`src/rtl/alu_pkg.sv`:
```
// Shared definitions for the ALU arbiter: opcode encoding, status flag bit
// positions within {n,z,c,v}, and the arbiter FSM state encoding.
package alu_pkg;

  typedef enum logic [2:0] {
    OP_ADD = 3'b000,
    OP_SUB = 3'b001,
    OP_AND = 3'b010,
    OP_OR  = 3'b011,
    OP_SLT = 3'b101
  } op_e;

  localparam int ST_N = 3;
  localparam int ST_Z = 2;
  localparam int ST_C = 1;
  localparam int ST_V = 0;

  typedef enum logic {
    S_IDLE = 1'b0,
    S_RESP = 1'b1
  } state_e;

endpackage

```
`src/rtl/alu.sv`:
```
// Combinational N-bit ALU shared by both requesters of alu_arbiter.
// ADD/SUB produce carry (borrow for SUB) as bit N of an N+1-bit result and
// signed overflow; logic ops and SLT clear c and v. Unknown opcodes return
// zero with err set.
module alu
  import alu_pkg::*;
#(
  parameter int N = 32
) (
  input  logic [N-1:0] a,
  input  logic [N-1:0] b,
  input  logic [2:0]   op,
  output logic [N-1:0] result,
  output logic [3:0]   status,
  output logic         err
);

  logic [N:0] wide;
  logic       c;
  logic       v;

  // Decode the opcode and derive result plus {n,z,c,v}
  always_comb begin
    wide   = '0;
    result = '0;
    c      = 1'b0;
    v      = 1'b0;
    err    = 1'b0;
    case (op)
      OP_ADD: begin
        wide   = {1'b0, a} + {1'b0, b};
        result = wide[N-1:0];
        c      = wide[N];
        v      = (a[N-1] == b[N-1]) && (result[N-1] != a[N-1]);
      end
      OP_SUB: begin
        wide   = {1'b0, a} - {1'b0, b};
        result = wide[N-1:0];
        c      = wide[N];
        v      = (a[N-1] != b[N-1]) && (result[N-1] != a[N-1]);
      end
      OP_AND:  result = a & b;
      OP_OR:   result = a | b;
      OP_SLT:  result = {{(N-1){1'b0}}, (a < b)};
      default: err = 1'b1;
    endcase
    status       = '0;
    status[ST_N] = result[N-1];
    status[ST_Z] = (result == '0);
    status[ST_C] = c;
    status[ST_V] = v;
  end

endmodule

```
`src/rtl/alu_arbiter.sv`:
```
// Two-requester front end time-sharing one ALU via valid/ready handshakes.
// IDLE grants one requester and captures its operands; RESP presents the
// result to that owner until it is accepted. At most one op per two cycles.
// Build option ALU_ARB_RR_EN: round-robin grant on contention (default is
// fixed priority, requester 0 first).
module alu_arbiter
  import alu_pkg::*;
#(
  parameter int N = 32
) (
  input  logic         clk,
  input  logic         rst_n,
  input  logic [1:0]   req_valid,
  output logic [1:0]   req_ready,
  input  logic [N-1:0] req_a [2],
  input  logic [N-1:0] req_b [2],
  input  logic [2:0]   req_op [2],
  output logic [1:0]   resp_valid,
  input  logic [1:0]   resp_ready,
  output logic [N-1:0] resp_result,
  output logic [3:0]   resp_status,
  output logic         resp_err
);

  state_e       state_q;
  state_e       state_d;
  logic         win;
  logic [1:0]   grant;
  logic         accept;
  logic         resp_done;
  logic [N-1:0] a_p1;
  logic [N-1:0] b_p1;
  logic [2:0]   op_p1;
  logic         owner_p1;
  logic [N-1:0] alu_result;
  logic [3:0]   alu_status;
  logic         alu_err;

`ifdef ALU_ARB_RR_EN
  logic last_grant;

  // On contention the requester that did not win last time goes first
  always_comb begin
    if (&req_valid) win = ~last_grant;
    else            win = ~req_valid[0];
  end

  // Remember the most recent winner; reset favours requester 0 next
  always_ff @(posedge clk or negedge rst_n) begin
    if (!rst_n)      last_grant <= 1'b1;
    else if (accept) last_grant <= win;
  end
`else
  assign win = ~req_valid[0];
`endif

  assign grant = (|req_valid) ? (win ? 2'b10 : 2'b01) : 2'b00;

  // State register
  always_ff @(posedge clk or negedge rst_n) begin
    if (!rst_n) state_q <= S_IDLE;
    else        state_q <= state_d;
  end

  // Next state and handshake outputs
  always_comb begin
    state_d    = state_q;
    req_ready  = 2'b00;
    resp_valid = 2'b00;
    accept     = 1'b0;
    resp_done  = 1'b0;
    case (state_q)
      S_IDLE: begin
        req_ready = rst_n ? grant : 2'b00;
        accept    = |(req_valid & req_ready);
        if (accept) state_d = S_RESP;
      end
      S_RESP: begin
        resp_valid = owner_p1 ? 2'b10 : 2'b01;
        resp_done  = |(resp_valid & resp_ready);
        if (resp_done) state_d = S_IDLE;
      end
      default: state_d = S_IDLE;
    endcase
  end

  // ---- stage p1: operands captured on accept, held through RESP ----
  always_ff @(posedge clk or negedge rst_n) begin
    if (!rst_n) begin
      a_p1     <= '0;
      b_p1     <= '0;
      op_p1    <= '0;
      owner_p1 <= 1'b0;
    end else if (accept) begin
      a_p1     <= req_a[win];
      b_p1     <= req_b[win];
      op_p1    <= req_op[win];
      owner_p1 <= win;
    end
  end

  alu #(.N(N)) u_alu (
    .a      (a_p1),
    .b      (b_p1),
    .op     (op_p1),
    .result (alu_result),
    .status (alu_status),
    .err    (alu_err)
  );

  assign resp_result = (state_q == S_RESP) ? alu_result : '0;
  assign resp_status = (state_q == S_RESP) ? alu_status : 4'b0000;
  assign resp_err    = (state_q == S_RESP) ? alu_err    : 1'b0;

endmodule

```
`config.mk`:
```
export PLATFORM = sky130hd
export DESIGN_NAME = alu_arbiter
export DESIGN_NICKNAME = d
export VERILOG_FILES = /design/src/rtl/alu_pkg.sv /design/src/rtl/alu.sv /design/src/rtl/alu_arbiter.sv
export SDC_FILE = /design/constraint.sdc
export NUM_CORES = 1
export LEC_CHECK = 0
export BUFFER_PORTS_ARGS = -buffer_cell sky130_fd_sc_hd__buf_4
export CORE_MARGIN = 2
export CORE_UTILIZATION = 45
export CTS_CLUSTER_DIAMETER = 150
export CTS_CLUSTER_SIZE = 12
export DETAILED_ROUTE_END_ITERATION = 10
export GPL_ROUTABILITY_DRIVEN = 0
export PLACE_DENSITY_LB_ADDON = 0.1
export SLEW_MARGIN = 20
export SYNTH_ARGS = -nofsm -noshare
export SYNTH_HDL_FRONTEND = slang
export SYNTH_SLANG_ARGS = --single-unit
export TNS_END_PERCENT = 20
```
`constraint.sdc`:
```
create_clock -name clk -period 4.8 [get_ports clk]
set_input_delay 0.72 -clock clk [delete_from_list [all_inputs] [get_ports clk]]
set_output_delay 0.72 -clock clk [all_outputs]
set_load 0.03 [all_outputs]
```
* Yosys cells after proc, flatten, opt, wreduce, memory -nomap -nowiden
Index checks and enable logic that the tools add are counted.
** Storage, ports and cells
- Register bits :: 69
- Input port bits :: 140
- Output and inout bits :: 41
** Cells by class
- Add/subtract/negate cells :: 2
- Order comparisons :: 2
- Equality and inequality tests :: 8
- Mux-type cells :: 26
- Bitwise gates (word level) :: 7
- Reduce and logical (&&, ||, !) cells :: 8
** Operators by type and width (count)
- 32-bit 2-to-1 mux :: 7
- 32-bit one-hot mux with 5 select lines :: 1
- 32-bit by 32-bit adder with 33-bit output :: 1
- 32-bit by 32-bit subtractor with 33-bit output :: 1
- 32-bit AND :: 1
- 32-bit zero test :: 1
- 32-bit < comparator :: 1
- 32-bit bitwise OR :: 1
- 2-bit 2-to-1 mux :: 6
- 3-bit 2-to-1 mux :: 3
- 3-bit by 2-bit == test with 1-bit output, second input constant :: 2
- 1-bit one-hot mux with 2 select lines :: 3
- 2-bit OR reduction :: 3
- 1-bit 2-to-1 mux :: 5
- 5-bit OR reduction :: 1
- 2-bit AND :: 2
- 4-bit 2-to-1 mux :: 1
- 3-bit by 1-bit == test with 1-bit output, second input constant :: 1
- 3-bit == test, second input constant :: 1
- 3-bit zero test :: 1
- 1-bit != test :: 3
- 2-bit >= comparator, second input constant :: 1
- 1-bit logical AND :: 2
- 1-bit inverter :: 2
- 2 further kinds :: 2

* Depth between registers and ports, before layout
Gate-level depths: netlist (run 1).
- Word-level depth :: 7
- Depth in mapped cells :: 15
- Depth with buffers taken out :: 14

* By module
Synthesis (run 1) repeated with hierarchy kept, for this count alone.
** Second synthesis, totals
- Cell total of the unflattened synthesis :: 1043
- Area, all modules :: 8844.7 um2
** Modules (own cells, without submodules)
- alu :: instances 1, cells an instance 774, area an instance 5190.0 um2
- alu_arbiter :: instances 1, cells an instance 269, area an instance 3654.8 um2

* Worst setup path after synthesis (run 1)
No wires, ideal clock.
- Path type :: register to output
- Start :: register b_p1[0]
- End :: output port resp_status[2]
- Arrival :: 3.852 ns
- Setup slack :: 0.228 ns
- Cell stages (with the launch flop) :: 15
- Buffers on the path :: 0
- Cells stage by stage :: dfrtp_1 -> ha_1 -> inv_1 -> fa_1 -> nor2b_1 -> o21ai_1 -> a211o_1 -> a211oi_2 -> nor3b_2 -> nor3_1 -> mux2i_1 -> nand4_1 -> or3_1 -> or4_1 -> nor4_2
** On the way
- Cells in the longest elaborated chain, start to end :: 4
** RTL lines
- from (decl) :: RTL line alu_arbiter.sv:32 : logic [N-1:0] b_p1;
- from (signal assigned) :: RTL line alu_arbiter.sv:96 : b_p1 <= req_b[win];
- 32-bit by 32-bit subtractor with 33-bit output (tied with other cells) :: RTL line alu.sv:37 : wide = {1'b0, a} - {1'b0, b};
- 32-bit one-hot mux with 5 select lines (*) :: RTL line alu.sv:29 : case (op)
- 32-bit zero test (*) :: RTL line alu.sv:49 : status[ST_Z] = (result == '0);
- 4-bit 2-to-1 mux (*) :: RTL line alu_arbiter.sv:112 : assign resp_status = (state_q == S_RESP) ? alu_status : 4'b0000;
- to (decl) :: RTL line alu_arbiter.sv:21 : output logic [3:0] resp_status,
Mark *: on every way between the ends. The rest lies on a longest branch, timed or not.

* Worst setup path after layout (run 1)
- Start :: register a_p1[0]
- End :: output port resp_status[2]
** On the way
- Cells in the longest elaborated chain, start to end :: 4
** RTL lines
- from (decl) :: RTL line alu_arbiter.sv:31 : logic [N-1:0] a_p1;
- from (signal assigned) :: RTL line alu_arbiter.sv:95 : a_p1 <= req_a[win];
- 32-bit by 32-bit subtractor with 33-bit output (tied with other cells) :: RTL line alu.sv:37
- 32-bit one-hot mux with 5 select lines (*) :: RTL line alu.sv:29
- 32-bit zero test (*) :: RTL line alu.sv:49
- 4-bit 2-to-1 mux (*) :: RTL line alu_arbiter.sv:112
Marks and branches as above.

==> metrics.md, run 1 <==
| Metric | Value |
|---|---|
| Initial Utilization | `45.64%` |
| Main combinational cell family by area after synthesis | `compound AO/OA/AOI/OAI gates` |
| Gr usage total | `26.72%` |
| Root Buffer | `clkbuf_16` |
| CP Launch Type | `flip-flop` |
| Row cnt | `51` |
| Area of the multi-input gates | `6511 sq um` |
| Worst skew pair latency | `0.36 ns` |
| H-Tree Depth | `3` |
| Post-synth EDFFs | `0` |
| Syn Nets | `1400` |
| Mux cell area share after synthesis | `9.019%` |
| Synth area leader | `dfrtp_1` |
| Initial drt markers | `757` |
| Number of synthesis warnings | `0` |
| Kind of end point of the critical path | `output port` |
| Maximum VDD drop | `0.0003275 V` |
| Worst path cell trace | `inv_2 -> ha_2 -> fa_2 -> o21bai_4 -> a2111o_1 -> and3_4 -> o31ai_4 -> o31a_1 -> mux2_4 -> and4_4 -> a2111oi_4 -> o211ai_1 -> or4_4 -> nor4_2 -> buf_4` |
| RR Startpoint | `state_q$_DFF_PN0_` |
| FMAX | `202.7 MHz` |
| Clk slew on worst S/H paths | `0.07 ns` |
| Antenna violations before repair | `0` |
| Total gr overflow | `0` |
| Final Hold Viols | `0` |
| Core Footprint | `19330 sq um` |
| Filler Cell Count | `1889` |
| Share of cells above drive strength 1 | `25.83%` |
| Top cells by count, synth | `nor2_1, a21oi_1, inv_1` |
| Pwr dens | `820.3 nW/um^2` |
| CTS sink cnt | `69` |
| Number of library cell types mapped by synthesis | `94` |
| Post-CTS Hold Buffers | `0` |
| Outcome | `finished with violations` |
| CP max stage cell | `or4_4` |
| Worst Setup SP | `a_p1[0]$_DFFE_PN0P_` |
| DRC Markers | `0` |
| Bufs and invs on worst path | `2` |
| Post-Synth Simple-Gate Area | `19.92%` |
| CTS tree | `done` |
| Pre-antenna DRT Iters | `5` |
| Post-Synth XOR/XNOR Area | `2.382%` |
| Synth top area share | `19.57%` |
| Number of setup violations in the final report | `1` |
| Top cells by area, synth | `dfrtp_1, ha_1, a21oi_1` |
| Fin crit share | `102.8%` |
| Setup repair after global routing missed its margin | `true` |
| Post-Synth Adder-Cell Area | `14.07%` |
| Worst hold slack | `0.2986 ns` |
| DP Wirelength | `21380 microns` |
| Vias per Instance | `5.704` |
| Syn Inst Count | `1162` |
| Worst slew margin | `59.71%` |
| Final net count | `1588` |
| Final Max Tran Viols | `0` |
| #FFs+latches synth | `69` |
| Tightest Pin Transition | `0.6043 ns` |
| Cell area after synthesis | `8823 sq um` |
| Placement Cell Area | `10550 sq um` |
| I/O Buffers | `180` |
| Leak | `0.005375 uW` |
| Reg area | `1727 sq um` |
| Final wirelength | `27960 microns` |
| Total number of vias | `9241` |
| Ports | `181` |
| Arr. time, crit path | `4.21 ns` |
| Asr flop ratio synth | `100.0%` |
| Crit path max fanout | `3` |
| Final setup skew | `0.006427 ns` |
| Cell family with most CP delay | `compound AO/OA/AOI/OAI gates` |
| Deepest clock path buffer count | `2` |
| CTS buffer count | `9` |
| DIE AREA | `20740 sq um` |
| Die Y | `144.0 microns` |
| Tmin final | `4.933 ns` |
| Compound-Gate Fraction of Synth Area | `25.10%` |
| Area Growth Syn to Fin | `27.01%` |
| Post-route cell area | `11210 sq um` |
| Synth Flop Type | `dfrtp_1` |
| Worst path max stage delay | `0.51 ns` |
| First-pass GRT wire length | `43840 microns` |
| Hold Crit Class | `input pin to asynchronous set/reset pin` |
| Critical path class | `flip-flop to output port` |
| Mean post-synth cell area | `7.593 sq um` |
| Largest net degree at the start of global routing | `136` |
| # Max-Cap Violations | `0` |
| Count leader, synth | `nor2_1` |
| Die extent in x | `144.0 microns` |
| Antenna Nets Post-Route | `0` |
| Fin worst setup slack | `-0.1326 ns` |
| Vias in the first global route | `8610` |
| Seq/Total Area, Yosys | `19.57%` |
| Failing checks | `setup timing` |
| Wire per inst | `17.26 microns` |
| N_diodes | `0` |
| Total Power | `9193 uW` |
| Worst EP required | `4.08 ns` |
[worst register-to-register path: stages, from the launching register on]
cell,delay (ns)
dfrtp_1,0.37
buf_4,0.21
nor2b_1,0.18
and3b_1,0.23
nand2b_4,0.15
buf_12,0.42
nor2_1,0.15
a21oi_1,0.14
[per-stage QoR]
step                TNS [ns]  worst slack [ns]  utilization (%)  instances
floorplan                  0            0.2285                -       1162
global placement           0            0.1072            54.57       1595
detailed placement         0           0.02358            54.57       1595
CTS                  -0.1585           -0.1585            56.78       1615
global route         -0.2625           -0.2625            57.96       1620
finish               -0.1326           -0.1326            57.96       1620
[kinds of logic (layout without fill, tap and decap cells)]
| logic type | after synthesis | after routing |
|---|---|---|
| fa+ha+maj | 98 | 98 |
| mux | 78 | 78 |
| flops | 69 | 69 |
| compound gates | 347 | 347 |
| buf+inv | 183 | 376 |
| simple gates | 363 | 363 |
| xor+xnor | 24 | 24 |
[registers in the layout (all words and copies together) (netlist names)]
register / flops
state_q: 1
b_p1: 32
a_p1: 32
owner_p1: 1
op_p1: 3
[metal layers]
metal  vias up  GRT usage (%)  wire length, microns
li1       4490              -                     -
met1      4261          35.92                 12220
met2       402          42.46                 12550
met3        88          4.371                  2014
met4         0          11.51                  1179
met5         -              0                     0
[final timing paths]
check	cells past startpoint	to	slack [ns]
setup / recovery	15	resp_status[2]	-0.13
hold / removal	1	b_p1[9]$_DFFE_PN0P_	0.30
setup reg to reg	7	a_p1[11]$_DFFE_PN0P_	2.88
hold reg to reg	1	owner_p1$_DFFE_PN0P_	0.52
max in group asynchronous	2	a_p1[10]$_DFFE_PN0P_	3.53
min in group clk	1	owner_p1$_DFFE_PN0P_	0.52
[cells in the final DEF, fill, tap and decap left out, drive strengths merged, types with 7 or more instances in the layout]
master  Yosys  routed
inv       104     105
nand4      18      18
nor3       21      21
a21o       14      14
o22ai       7       7
ha         96      96
nor4       14      14
dfrtp      69      69
clkbuf     50       9
o21ai      58      58
nor2      164     164
o21a        7       7
nand2      55      55
nor2b      11      11
nand3      19      19
xnor2      18      18
a211oi     18      18
a31oi       7       7
a21oi     151     151
o31ai      13      13
and2       18      18
or3         8       8
o211ai     12      12
buf        28     255
mux2i      75      75
[repair_timing]
action                     CTS  global route
setup buffers                4             5
setup endpoints to repair    1             3
pin swaps                    4            16
gates resized for setup     22            45
[power by group]
| group | switching (uW) | internal, uW |
|---|---|---|
| clock network | 281 | 405 |
| registers | 269 | 834 |
| logic | 4430 | 2970 |
| total | 4980 | 4210 |
[final cells by class]
class / instances / share of cell area, %
inverters: 105 / 3.517
clock inverters: 7 / 0.6699
flip-flops and latches: 69 / 15.41
well taps: 265 / 2.959
multi-input cells: 910 / 58.10
clock buffers: 9 / 2.010
repair buffers: 255 / 17.34
(Power assumes the default switching activity.)
==> run 2: changes to the inputs <==
REMOVE_ABC_BUFFERS = 1   (was not set)
==> metrics.md, run 2 (same netlist as run 1, synthesis figures left out) <==
| Metric | Value |
|---|---|
| Outcome | `finished with violations` |
| Failing checks | `setup timing` |
| Final wirelength | `27600 microns (-1.3%)` |
| Bufs and invs on worst path | `3 (+1)` |
| Tmin final | `5.033 ns (+0.1001 ns)` |
| Final Max Tran Viols | `0 (unchanged)` |
| CTS buffer count | `9 (unchanged)` |
| Clk slew on worst S/H paths | `0.06 ns (about the same)` |
| Worst hold slack | `0.3350 ns (+0.03642 ns)` |
| DP Wirelength | `21380 microns (about the same)` |
| Vias per Instance | `5.602 (-1.8%)` |
| Leak | `0.005396 uW (+0.39%)` |
| Gr usage total | `26.40% (-0.32 points)` |
| CP max stage cell | `or4_4` |
| DIE AREA | `20740 sq um (unchanged)` |
| Vias in the first global route | `8417 (-2.2%)` |
| M1 WL | `12710 microns (+4.0%)` |
| Fin worst setup slack | `-0.2327 ns (-0.1001 ns)` |
| Antenna Nets Post-Route | `0 (unchanged)` |
| Max layer used | `met4` |
| Wire per inst | `16.96 microns (-1.8%)` |
| Commonest cells after routing, fill and taps aside | `buf_4, nor2_1, a21oi_1, inv_1, ha_1` |
| CP Launch Type | `flip-flop` |
| Root Buffer | `clkbuf_16` |
| Fin crit share | `104.8% (+2.1 points)` |
| Hold Crit Class | `input pin to asynchronous set/reset pin` |
| Total number of vias | `9120 (-1.3%)` |
| Initial Utilization | `45.64% (unchanged)` |
| Worst skew pair latency | `0.35 ns (about the same)` |
| Initial drt markers | `892 (+18%)` |
| Kind of end point of the critical path | `output port` |
| I/O Buffers | `180 (unchanged)` |
| # Max-Cap Violations | `0 (unchanged)` |
| CTS tree | `done` |
| Crit path max fanout | `3 (unchanged)` |
| First-pass GRT wire length | `43260 microns (-1.3%)` |
| Share of cells above drive strength 1 | `24.28% (-1.5 points)` |
| Pre-CTS WS | `-0.009306 ns (-0.03288 ns)` |
| WL met3 | `2115 microns (+5.0%)` |
| Arr. time, crit path | `4.31 ns (+0.10 ns)` |
| Total Power | `9049 uW (-1.6%)` |
| Post-CTS Hold Buffers | `0 (unchanged)` |
| Core Footprint | `19330 sq um (unchanged)` |
| Die extent in x | `144.0 microns (unchanged)` |
| Worst slew margin | `54.49% (-5.2 points)` |
| Crit-path most repeated cell | `buf_4` |
| Die Y | `144.0 microns (unchanged)` |
| Tightest Pin Transition | `0.6786 ns (+0.07428 ns)` |
| Area Growth Syn to Fin | `25.71%` |
| H-Tree Depth | `3 (unchanged)` |
| Worst EP required | `4.08 ns (about the same)` |
| Row cnt | `51 (unchanged)` |
| Final Hold Viols | `0 (unchanged)` |
| Number of setup violations in the final report | `1 (unchanged)` |
| Critical path class | `flip-flop to output port` |
| Largest net degree at the start of global routing | `109 (-20%)` |
| DRC Markers | `0 (unchanged)` |
| Final net count | `1596 (+0.50%)` |
| N_diodes | `0 (unchanged)` |
| Pwr dens | `815.9 nW/um^2 (-0.54%)` |
| Maximum VDD drop | `0.0002929 V (-11%)` |
| Cell family with most CP delay | `compound AO/OA/AOI/OAI gates` |
| Antenna violations before repair | `0 (unchanged)` |
| Setup repair after global routing missed its margin | `true` |
| WL met2 | `11820 microns (-5.8%)` |
| Worst path max stage delay | `0.52 ns (about the same)` |
| Total gr overflow | `0 (unchanged)` |
| Deepest clock path buffer count | `2 (unchanged)` |
| Regs by FF count | `a_p1 (32), b_p1 (32), op_p1 (3)` |
| CTS sink cnt | `69 (unchanged)` |
| FMAX | `198.7 MHz (-2.0%)` |
| Pre-antenna DRT Iters | `5 (unchanged)` |
| Most common cell after layout, fill and taps aside | `buf_4` |
| Ports | `181 (unchanged)` |
| Final setup skew | `0.002514 ns (-0.003913 ns)` |
| Worst path cell trace | `inv_2 -> ha_2 -> fa_2 -> o21bai_2 -> a2111o_1 -> buf_4 -> and3_1 -> o31ai_2 -> o31a_1 -> mux2_4 -> and4_4 -> a2111oi_4 -> o211ai_1 -> or4_4 -> nor4_2 -> buf_4` |
| Fin util | `57.37% (-0.60 points)` |
==> run 2: changes by cell type in the layout (fill, tap and decap cells not counted), moves of 5 or more <==
| cell | previous run | this run |
|---|---|---|
| o21ai_0 | 48 | 53 |
| a21oi_2 | 6 | 1 |
| a21oi_1 | 145 | 150 |
| o21ai_1 | 8 | 3 |
| ha_2 | 8 | 3 |
| ha_1 | 84 | 91 |
| buf_4 | 252 | 261 |
==> run 2: report_power, final <==
group | internal (uW) | leakage [uW] | total (uW) | switching (uW)
registers | 834 | 0.000755 | 1080 | 244
clock network | 458 | 0.000152 | 742 | 284
logic | 2910 | 0.00449 | 7230 | 4320
total | 4200 | 0.00540 | 9050 | 4850
==> run 2: layer usage <==
metal  vias up  track usage [%]
met4         0            10.06
met1      4146            37.17
li1       4503                -
met2       406            40.28
met5         -                0
met3        65            4.702
==> run 2: through the flow <==
step / cell area (sq um) / setup TNS [ns] / cells
after global placement: 10630 / 0 / 1609
after floorplan: 8341 / -0.9716 / 1084
final: 11090 / -0.2327 / 1628
after CTS: 11010 / -0.2267 / 1626
after global routing: 11090 / -0.4332 / 1628
after detailed placement: 10630 / -0.009306 / 1609
==> run 2: final cells by class <==
type	count	area, sq um
clock inverters	7	97.59
flip-flops and latches	69	1727
well taps	265	331.6
fillers	1886	8243
inverters	105	394.1
multi-input cells	910	6326
clock buffers	9	225.2
repair buffers	263	1991
==> run 2: final timing paths <==
check,from,to,slack [ns],depth (start not counted)
min reg2reg,owner_p1$_DFFE_PN0P_,owner_p1$_DFFE_PN0P_,0.52,1
min,rst_n,a_p1[6]$_DFFE_PN0P_,0.34,1
max in group asynchronous,rst_n,a_p1[7]$_DFFE_PN0P_,3.63,2
min in group clk,owner_p1$_DFFE_PN0P_,owner_p1$_DFFE_PN0P_,0.52,1
max,a_p1[0]$_DFFE_PN0P_,resp_status[2],-0.23,16
max reg2reg,state_q$_DFF_PN0_,a_p1[3]$_DFFE_PN0P_,2.53,7
==> run 2: repair_timing <==
action                                 4_1_cts  5_1_grt
pin swaps                                    2        3
resized for setup                           13       11
endpoints found under the hold margin        0        0
setup buffers                                1        1
setup endpoints to repair                    1        3
